<file path="config.mk">
export PLATFORM = sky130hd
export DESIGN_NAME = pbs_ctrl
export DESIGN_NICKNAME = d
export VERILOG_FILES = /design/src/rtl/pbs_ctrl.sv
export SDC_FILE = /design/constraint.sdc
export NUM_CORES = 1
export LEC_CHECK = 0
export BUFFER_PORTS_ARGS = -buffer_cell sky130_fd_sc_hd__buf_2
export CAP_MARGIN = 30
export CORE_ASPECT_RATIO = 1.1
export CORE_UTILIZATION = 46
export CTS_CLUSTER_DIAMETER = 120
export CTS_CLUSTER_SIZE = 28
export DETAILED_ROUTE_END_ITERATION = 7
export GPL_ROUTABILITY_DRIVEN = 0
export PLACE_DENSITY_LB_ADDON = 0.1
export SETUP_SLACK_MARGIN = 0.5
export SYNTH_ARGS = -nofsm -noshare
export SYNTH_HDL_FRONTEND = slang
export SYNTH_SLANG_ARGS = --single-unit
</file>
<file path="constraint.sdc">
create_clock -name clk -period 1.43 [get_ports clk]
set_input_delay 0.0715 -clock clk [delete_from_list [all_inputs] [get_ports clk]]
set_output_delay 0.0715 -clock clk [all_outputs]
set_load 0.02 [all_outputs]
</file>
<file path="src/rtl/pbs_ctrl.sv">
// pbs_ctrl: turn-sequencing Moore FSM that drives every control input of pbs_dp.
// Control outputs are registered decodes of the next state, so they always match state_r.
module pbs_ctrl #(
  parameter int SETTLE_CYCLES = 2
) (
  input  logic       clk,
  input  logic       rst,
  input  logic       go,
  input  logic [1:0] p_move_in,
  input  logic [3:0] p_hp,
  input  logic [3:0] AI_hp,
  output logic [1:0] p_move,
  output logic       actr,
  output logic       target,
  output logic       app_dmg,
  output logic       stop,
  output logic       dp_rst_n,
  output logic       busy,
  output logic       p_win,
  output logic       ai_win,
  output logic [7:0] turn_cnt
);

  localparam int CNT_W = (SETTLE_CYCLES > 2) ? $clog2(SETTLE_CYCLES) : 1;
  localparam logic [CNT_W-1:0] SETTLE_LAST = CNT_W'(SETTLE_CYCLES - 1);

  typedef enum logic [3:0] {
    ST_INIT   = 4'd0,
    ST_WAIT   = 4'd1,
    ST_P_SEL  = 4'd2,
    ST_P_HIT  = 4'd3,
    ST_P_CHK  = 4'd4,
    ST_AI_SEL = 4'd5,
    ST_AI_HIT = 4'd6,
    ST_AI_CHK = 4'd7,
    ST_WIN    = 4'd8,
    ST_LOSE   = 4'd9
  } state_t;

  typedef struct packed {
    logic dp_rst_n;
    logic actr;
    logic target;
    logic app_dmg;
    logic stop;
    logic busy;
    logic p_win;
    logic ai_win;
  } ctl_t;

  state_t           state_r;
  state_t           state_nxt_s;
  ctl_t             ctl_r;
  logic             go_q_r;
  logic             go_rise_s;
  logic [CNT_W-1:0] settle_cnt_r;
  logic             settle_done_s;
  logic             in_sel_s;
  logic [1:0]       p_move_r;
  logic [7:0]       turn_cnt_r;

  // Control word for a state; anything unrecognised decodes like INIT.
  function automatic ctl_t decode_ctl(input state_t st);
    ctl_t c;
    c          = ctl_t'(8'h00);
    c.dp_rst_n = 1'b1;
    c.busy     = 1'b1;
    case (st)
      ST_INIT:   c.dp_rst_n = 1'b0;
      ST_WAIT:   c.busy = 1'b0;
      ST_P_SEL:  c.target = 1'b1;
      ST_P_HIT:  begin c.target = 1'b1; c.app_dmg = 1'b1; end
      ST_P_CHK:  c.target = 1'b1;
      ST_AI_SEL: begin c.actr = 1'b1; c.stop = 1'b1; end
      ST_AI_HIT: begin c.actr = 1'b1; c.stop = 1'b1; c.app_dmg = 1'b1; end
      ST_AI_CHK: begin c.actr = 1'b1; c.stop = 1'b1; end
      ST_WIN:    begin c.busy = 1'b0; c.p_win = 1'b1; end
      ST_LOSE:   begin c.busy = 1'b0; c.ai_win = 1'b1; end
      default:   c.dp_rst_n = 1'b0;
    endcase
    return c;
  endfunction

  assign go_rise_s     = go & ~go_q_r;
  assign in_sel_s      = (state_r == ST_P_SEL) || (state_r == ST_AI_SEL);
  assign settle_done_s = (settle_cnt_r == SETTLE_LAST);

  // Next-state selection.
  always_comb begin
    state_nxt_s = ST_INIT;
    case (state_r)
      ST_INIT: state_nxt_s = ST_WAIT;
      ST_WAIT: begin
        if (go_rise_s) state_nxt_s = ST_P_SEL;
        else           state_nxt_s = ST_WAIT;
      end
      ST_P_SEL: begin
        if (settle_done_s) state_nxt_s = ST_P_HIT;
        else               state_nxt_s = ST_P_SEL;
      end
      ST_P_HIT: state_nxt_s = ST_P_CHK;
      ST_P_CHK: begin
        // AI_hp already reflects the hit written on the edge that ended P_HIT
        if (AI_hp == 4'd0) state_nxt_s = ST_WIN;
        else               state_nxt_s = ST_AI_SEL;
      end
      ST_AI_SEL: begin
        if (settle_done_s) state_nxt_s = ST_AI_HIT;
        else               state_nxt_s = ST_AI_SEL;
      end
      ST_AI_HIT: state_nxt_s = ST_AI_CHK;
      ST_AI_CHK: begin
        if (p_hp == 4'd0) state_nxt_s = ST_LOSE;
        else              state_nxt_s = ST_WAIT;
      end
      ST_WIN: begin
        if (go_rise_s) state_nxt_s = ST_INIT;
        else           state_nxt_s = ST_WIN;
      end
      ST_LOSE: begin
        if (go_rise_s) state_nxt_s = ST_INIT;
        else           state_nxt_s = ST_LOSE;
      end
      default: state_nxt_s = ST_INIT;
    endcase
  end

  // State register with registered control outputs.
  always_ff @(posedge clk) begin
    if (rst) begin
      state_r <= ST_INIT;
      ctl_r   <= decode_ctl(ST_INIT);
    end else begin
      state_r <= state_nxt_s;
      ctl_r   <= decode_ctl(state_nxt_s);
    end
  end

  // Settle counter for the select states; idles at zero elsewhere.
  always_ff @(posedge clk) begin
    if (rst) begin
      settle_cnt_r <= {CNT_W{1'b0}};
    end else if (in_sel_s && !settle_done_s) begin
      settle_cnt_r <= settle_cnt_r + {{(CNT_W-1){1'b0}}, 1'b1};
    end else begin
      settle_cnt_r <= {CNT_W{1'b0}};
    end
  end

  // go edge detector, move latch and saturating turn counter.
  always_ff @(posedge clk) begin
    if (rst) begin
      go_q_r     <= 1'b0;
      p_move_r   <= 2'b00;
      turn_cnt_r <= 8'd0;
    end else begin
      go_q_r <= go;
      if ((state_r == ST_WAIT) && go_rise_s) begin
        p_move_r <= p_move_in;
      end else begin
        p_move_r <= p_move_r;
      end
      if ((state_r == ST_AI_CHK) && (turn_cnt_r != 8'hFF)) begin
        turn_cnt_r <= turn_cnt_r + 8'd1;
      end else if (((state_r == ST_WIN) || (state_r == ST_LOSE)) && go_rise_s) begin
        turn_cnt_r <= 8'd0;
      end else begin
        turn_cnt_r <= turn_cnt_r;
      end
    end
  end

  assign p_move   = p_move_r;
  assign turn_cnt = turn_cnt_r;
  assign dp_rst_n = ctl_r.dp_rst_n;
  assign actr     = ctl_r.actr;
  assign target   = ctl_r.target;
  assign app_dmg  = ctl_r.app_dmg;
  assign stop     = ctl_r.stop;
  assign busy     = ctl_r.busy;
  assign p_win    = ctl_r.p_win;
  assign ai_win   = ctl_r.ai_win;

endmodule

</file>
* Word-level counts from Yosys, hierarchy flattened
Cells that the tools add are included.
** Cells by class
- Equality and inequality tests :: 19
- Bitwise operators :: 3
- Reductions and logical operators :: 17
- Add/subtract/negate cells :: 2
- Muxes and demuxes :: 17
** Operator list (count)
- $pmux 4 s10 :: 1
- $eq 4x3->1 const B :: 8
- $eq 4x2->1 const B :: 4
- $eq 4x4->1 const B :: 4
- $mux 4 :: 4
- $mux 8 :: 2
- $logic_not 4->1 :: 3
- $reduce_or 3->1 :: 3
- $reduce_or 9->1 :: 1
- $add 8x1->8 const B :: 1
- $eq 4x1->1 const B :: 2
- $mux 1 :: 8
- $ne 8x8->1 const B :: 1
- $logic_and 1x1->1 :: 4
- $mux 2 :: 2
- $reduce_or 2->1 :: 2
- $logic_or 1x1->1 :: 2
- $not 1->1 :: 2
- $reduce_bool 2->1 :: 1
- $add 1x1->1 const B :: 1
- $and 1x1->1 :: 1
- $logic_not 1->1 :: 1
** Word-level totals
- Word-level logic and storage cells :: 70
- Output and inout bits :: 18
- Input bits :: 13
- Bits in registers :: 23

* Longest topological paths before layout
Gate-level depths: netlist (run 1).
- Depth after elaboration :: 7
- Gate-level depth with buffers :: 5
- Mapped depth without buffers :: 5

* Least setup slack after synthesis (run 1)
Ideal clock, no wire load.
- Path type :: register to register
- From :: reg turn_cnt_r[0] (netlist: turn_cnt[0])
- To :: reg turn_cnt_r[5] (netlist: turn_cnt[5])
- Stages on the path, launching flop included :: 6
- Path slack :: -0.274 ns
- Buffers on the path :: 0
- Clock period less this slack :: 1.704 ns
- Data arrival time :: 1.582 ns
- Data required time :: 1.308 ns
- Setup time :: 0.122 ns
- Path through :: dfxtp_1 ha_1 nand3_1 o311ai_0 nor3_1 a221o_1
** On the way
- Longest elaborated chain between the ends :: 3
- Elaborated cells between the ends (all ways) :: 5
- Those cells by class :: 1 x add/sub; 1 x eq/ne; 1 x mux; 2 x reduce/logical
** Ends and longest elaborated chain
- start: declaration :: RTL line 60 : logic [7:0] turn_cnt_r;
- start signal: assignment :: RTL line 164 : turn_cnt_r <= turn_cnt_r + 8'd1;
- start signal: assignment :: RTL line 168 : turn_cnt_r <= turn_cnt_r;
- branches (longest 3 deep; another with $add 8x1->8)
Several ways; the timed one is not identified.
A chain may end at the register's enable or synchronous reset.

* Worst setup path after layout (run 1)
- From :: reg state_r[1]
- To :: reg turn_cnt_r[5] (netlist: turn_cnt[5])
** On the way
- Longest elaborated chain between the ends :: 4
- Elaborated cells between the ends (all ways) :: 8
- Those cells by class :: 3 x eq/ne; 1 x mux; 4 x reduce/logical
** Ends and longest elaborated chain
- start: declaration :: RTL line 51 : state_t state_r;
- start signal: assignment :: RTL line 134 : state_r <= state_nxt_s;
- $eq 4x4->1 :: RTL line 165 : end else if (((state_r == ST_WIN) || (state_r == ST_LOSE)) && go_rise_s) begin
- $logic_or 1x1->1 :: RTL line 165
- $logic_and 1x1->1 :: RTL line 165
- $reduce_bool 2->1 (no source line)
Parallel ways exist; a longest one is shown, timed or not.

==> results_dict.tcl, run 1 <==
set metrics [dict create \
    drive_above_1_share_pct 52.63 \
    ir_drop_mv 1.088 \
    clkTransAtPathRegs_ns 0.13 \
    grtUsageTotal_pct 23.72 \
    drt_wl_total_um 3106 \
    synth_flop_cell "dfxtp_1" \
    cts_buffers 3 \
    whs_ns 0.1382 \
    max_freq_mhz 712.8 \
    dieArea_um2 2715 \
    synth_cells 125 \
    wl_per_cell_um 15.45 \
    yosys.area_share.simple_pct 26.65 \
    yosysWarnings 0 \
    synth_cell_type_count 49 \
    layout_common_cells "buf_2 (19), buf_4 (16), dfxtp_4 (12), dfxtp_1 (10), buf_6 (10)" \
    clk_latency_ns 0.31 \
    cts.sinks 23 \
    skew_ns 0.005327 \
    endpoint_kind "flop" \
    status "complete, no violations" \
    coreArea_um2 2320 \
    finalHoldViolations 0 \
    post-place-ws_ns -0.05018 \
    port_buffers 30 \
    vias 1144 \
    ios 31 \
    synth_top_family_by_area "simple AND/OR/NAND/NOR gates" \
    arrival_ns 1.62 \
    synth_xor_area_share_pct 1.517 \
    required_ns 1.64 \
    fin_crit_ns 1.403 \
    area.growth.synth_to_final_pct 53.09 \
    hp-class "in -> reg" \
    synth_nets 139 \
    synth_fa_ha_area_share_pct 1.083 \
    path_class "reg -> reg" \
    slew_viol_final 0 \
    cts-root-buf "clkbuf_4" \
    layout.nets 186 \
    drc 0 \
    worstSetupStartpointType "flop" \
    initial_utilization_pct 49.78 \
    max_slew.worst_pin.slew_ns 0.3553 \
    h-tree-depth 1 \
    crit_path_max_fanout 9 \
    powerDensity_nw_per_um2 743.3 \
    slew_headroom_pct 76.31 \
    ys_seq_elements 23 \
    rsz0062_at_grt "yes" \
    setup_viol 0 \
    async_flop_share_pct 0 \
    seq_area_frac_synth_pct 39.87 \
    synth_compound_area_share_pct 22.75 \
    via_per_inst 5.692 \
    synth_edf_count 0 \
    synth.area.top_cells "dfxtp_1 (40%), nor2_1 (3.9%), a22o_1 (3.0%)" \
    synth.mux.area_fraction_pct 2.709 \
    syn_avg_cell_area_um2 9.239 \
    grt_pass1_vias 1115 \
    antenna_found_initial 0 \
    clk_path_buf_depth 2 \
    grt-ovfl-total 0 \
    synth_area_um2 1155 \
    leakage_uw 0.0006864 \
    largest_reg_flops 8 \
    cts_tree "done" \
    max-cap-violations 0 \
    grt_max_degree 18 \
    die_y_um 54.55 \
    ant_nets 0 \
    layout_commonest_cell "buf_2" \
    die_w_um 49.78 \
    fin_crit_sh_pct 98.11 \
    first_iter_violations 19 \
    n_antenna_cell 0 \
    fillerInstances 175 \
    synth_top_area_share_pct 39.87 \
    num_rows 18 \
    grt_pass1_wl_um 4816 \
    drt_pass1_iterations 4 \
    setup_ws_ns 0.02698 \
    dp_hpwl_um 1979 \
    yosysTopAreaCell "dfxtp_1" \
]
-- final timing paths --
check                                  start           end  slack [ns]  cells past startpoint
worst max-delay path              state_r[1]   turn_cnt[5]        0.03                      4
worst min-delay path                     rst     p_move[0]        0.14                      2
worst max register to register    state_r[1]   turn_cnt[5]        0.03                      4
worst min register to register  settle_cnt_r  settle_cnt_r        0.48                      1
-- where the power goes --
group / internal (uW) / switching, uW / total (uW)
Clock: 104 / 199 / 303
Sequential: 656 / 37.0 / 693
Combinational: 155 / 163 / 318
Total: 915 / 399 / 1310
-- per-layer routing --
metal / share of wire (%) / global-route usage [%]
met2: 56 / 49.77
met5: 0 / 0
met3: 2.0 / 3.333
met1: 42 / 25.04
met4: 0.48 / 5.238
-- synthesized netlist by cell type (all sizes together), types with 2 or more instances --
cell type	n
nand3	5
xnor2	2
mux2i	2
nor4	4
nand4b	2
inv	2
nor2b	5
nand2b	2
dfxtp	23
a31oi	4
nand2	4
or4	2
o21ai	4
and3	3
buf	7
nor3	3
a32oi	3
and2	4
nor2	12
a22o	4
o311ai	2
a21oi	6
-- critical path, stage by stage (launching register included) --
cell	delay, ns
dfxtp_4	0.46
and4b_1	0.27
o31a_1	0.19
nor2_2	0.08
a221o_1	0.30
-- what timing repair did --
item,in CTS,in global routing
setup endpoints to repair,30,33
buffers inserted,9,1
hold buffers,3,0
endpoints found under the hold margin,3,0
cloned,1,0
resized for setup,28,18
pin swaps,4,4
-- through the flow --
stage	setup TNS (ns)	utilization (%)	total power, uW	cell area (um2)	cells
finish	0	76.21	1314	1768	201
global route	-0.06729	76.21	1377	1768	201
CTS	0	73.73	1318	1710	200
detailed placement	-0.08062	62.62	962.2	1453	183
global placement	-0.02102	62.62	956.2	1453	183
floorplan	0	-	896.9	1282	125
-- final cells by class --
cell class,instances,area (um2),area share [%]
Multi-Input combinational cell,92,783.3,44.30
Clock inverter,1,5.005,0.2831
Sequential cell,23,506.7,28.66
Tap cell,30,37.54,2.123
Inverter,2,7.507,0.4246
Clock buffer,3,22.52,1.274
Timing Repair Buffer,50,405.4,22.93
-- kinds of logic (layout without fill, tap and decap cells) --
| logic type | count (synthesis) | count (layout) |
|---|---|---|
| xor gates and xnor gates | 2 | 2 |
| and+or+nand+nor | 53 | 53 |
| AOI/OAI and AO/OA | 33 | 33 |
| DFF | 23 | 23 |
| buffers and inverters | 10 | 56 |
| muxes | 3 | 3 |
| adders and majority gates | 1 | 1 |
Note: power is estimated with default switching activity, not from simulation.
==> inputs of run 2 (changes only) <==
--- a/config.mk
+++ b/config.mk
@@ -13,7 +13,8 @@
 export CTS_CLUSTER_SIZE = 28
 export DETAILED_ROUTE_END_ITERATION = 7
 export GPL_ROUTABILITY_DRIVEN = 0
-export PLACE_DENSITY_LB_ADDON = 0.1
+export MAX_ROUTING_LAYER = met4
+export PLACE_DENSITY = 0.77
 export SETUP_SLACK_MARGIN = 0.5
 export SYNTH_ARGS = -nofsm -noshare
 export SYNTH_HDL_FRONTEND = slang
==> results_dict.tcl, run 2 (synthesis gave the netlist of run 1 again) <==
set metrics [dict create \
    dp_hpwl_um 2005 \
    ant_nets 0 \
    cts_tree "done" \
    num_rows 18 \
    via_per_inst 5.769 \
    drive_above_1_share_pct 59.34 \
    fin_crit_sh_pct 100.4 \
    path_cells "buf_6 > nand4b_1 > or4_1 > a21oi_2" \
    drc 0 \
    skew_ns 0.006437 \
    wl_per_cell_um 16.58 \
    fin_util_pct 80.31 \
    clkTransAtPathRegs_ns 0.13 \
    fillerInstances 143 \
    p_comb_share_pct 28.5 \
    hp-class "in -> reg" \
    setup_viol 1 \
    swShare_pct 31.38 \
    leakage_uw 0.0007507 \
    port_buffers 30 \
    path_class "reg -> reg" \
    whs_ns 0.01198 \
    max-cap-violations 0 \
    grt_max_degree 18 \
    vias 1223 \
    largest_reg_flops 8 \
    crit_path_max_fanout 6 \
    grt_pass1_vias 1141 \
    fin_crit_ns 1.435 \
    n_antenna_cell 0 \
    setup_ws_ns -0.005020 \
    cts.sinks 23 \
    r2r-end "turn_cnt[6]" \
    drt_wl_total_um 3514 \
    grtUsageTotal_pct 25.74 \
    required_ns 1.68 \
    violations "negative setup slack" \
    status "finished, violations left" \
    dieArea_um2 2715 \
    coreArea_um2 2320 \
    cts-root-buf "clkbuf_4" \
    clk_latency_ns 0.31 \
    area.growth.synth_to_final_pct 61.32 \
    power.share.sequential_pct 49.6 \
    arrival_ns 1.69 \
    die_w_um 49.78 \
    layout.nets 197 \
    antenna_found_initial 0 \
    tns_ns -0.005020 \
    hold_end "p_move[1]" \
    p_switching_uw 434.4 \
    critPathSlowestCell "or4_1" \
    reg2reg_depth 4 \
    layout_common_cells "buf_2 (22), buf_4 (22), buf_6 (15), dfxtp_4 (11), dfxtp_1 (10)" \
    cts_buffers 3 \
    internal_power_uw 950.1 \
    max_slew.worst_pin.slew_ns 0.4481 \
    reg2reg_slack_ns -0.005 \
    critPathMaxStageDelay_ns 0.55 \
    slew_headroom_pct 70.13 \
    max_freq_mhz 696.9 \
    grt-ovfl-total 0 \
    rr_startpoint "state_r[0]" \
    h-tree-depth 1 \
    drt_pass1_iterations 4 \
    die_y_um 54.55 \
    min_from "p_move_in[1]" \
    min_path_cells 3 \
    finalHoldViolations 0 \
    slew_viol_final 0 \
    first_iter_violations 21 \
    ios 31 \
    endpoint_kind "flop" \
    multi_input_area_um2 822.0 \
    clk_path_buf_depth 2 \
    fin_cells 212 \
    rsz0062_at_grt "yes" \
    grt_pass1_wl_um 4940 \
    dpl.cell_count 186 \
    worstSetupStartpointType "flop" \
    initial_utilization_pct 49.78 \
    regArea_um2 504.2 \
    ir_drop_mv 0.5603 \
    clkPwrFrac_pct 22.0 \
    powerDensity_nw_per_um2 743.2 \
]
## run 2: changes by cell type in the layout (fill, tap and decap cells not counted), moves of 2 or more
cell and delta:
a21oi_1 -2, a21oi_2 +2, a31oi_2 +2, buf_2 +3, buf_4 +6, buf_6 +5, nor2b_1 +2, nor2b_2 -2
o21ai_0 -2, o21ai_1 +2
## run 2: power by group through the flow
| stage | sequential, uW | clock [uW] | combinational, uW |
|---|---|---|---|
| 2_1_floorplan | 732 | 0 | 165 |
| 6_report | 686 | 304 | 394 |
| 4_1_cts | 683 | 303 | 338 |
| 3_5_place_dp | 719 | 0 | 248 |
| 5_1_grt | 690 | 338 | 413 |
| 3_3_place_gp | 718 | 0 | 237 |
## run 2: final cells by class
| cell class | count | area share, % |
|---|---|---|
| Clock buffer | 3 | 1.209 |
| Timing Repair Buffer | 61 | 24.92 |
| Sequential cell | 23 | 27.07 |
| Clock inverter | 1 | 0.2686 |
| Multi-Input combinational cell | 92 | 44.12 |
| Inverter | 2 | 0.4030 |
| Tap cell | 30 | 2.015 |
## run 2: stage by stage
| step | power [uW] | instance area, um2 | setup WS [ns] |
|---|---|---|---|
| 2_1_floorplan | 896.9 | 1282 | 0.09476 |
| 3_3_place_gp | 955.1 | 1463 | -0.01580 |
| 3_5_place_dp | 967.2 | 1463 | -0.08238 |
| 4_1_cts | 1325 | 1700 | 0.04657 |
| 5_1_grt | 1441 | 1863 | -0.03852 |
| 6_report | 1385 | 1863 | -0.005020 |
## run 2: routing by layer
layer	track usage (%)	share of wire [%]
met1	23.58	39
met2	50.45	55
met3	3.611	3.5
met4	17.62	2.8
met5	-	0
## run 2: worst max-delay path, delay by kind of cell, from the launching register on
kind                   cells  cell delay [ns]
DFF                        1             0.42
buffers and inverters      1             0.14
and+or+nand+nor            2             0.69
AOI/OAI and AO/OA          1             0.13
## run 2: worst max path at each step
stage	start	to	slack (ns)
2_1_floorplan	turn_cnt[0]	turn_cnt[5]	0.09
3_5_place_dp	AI_hp[1]	dp_rst_n	-0.08
4_1_cts	state_r[3]	turn_cnt[5]	0.05
5_1_grt	state_r[1]	dp_rst_n	-0.04
3_3_place_gp	AI_hp[1]	dp_rst_n	-0.02
6_report	state_r[0]	turn_cnt[6]	-0.005
## run 2: what timing repair did
| item | 4_1_cts | 5_1_grt |
|---|---|---|
| pin swaps | 10 | 11 |
| buffers inserted | 10 | 10 |
| gates resized for setup | 36 | 22 |
| hold buffers | 2 | 0 |
| endpoints found under the hold margin | 2 | 0 |
| setup endpoints to repair | 29 | 30 |
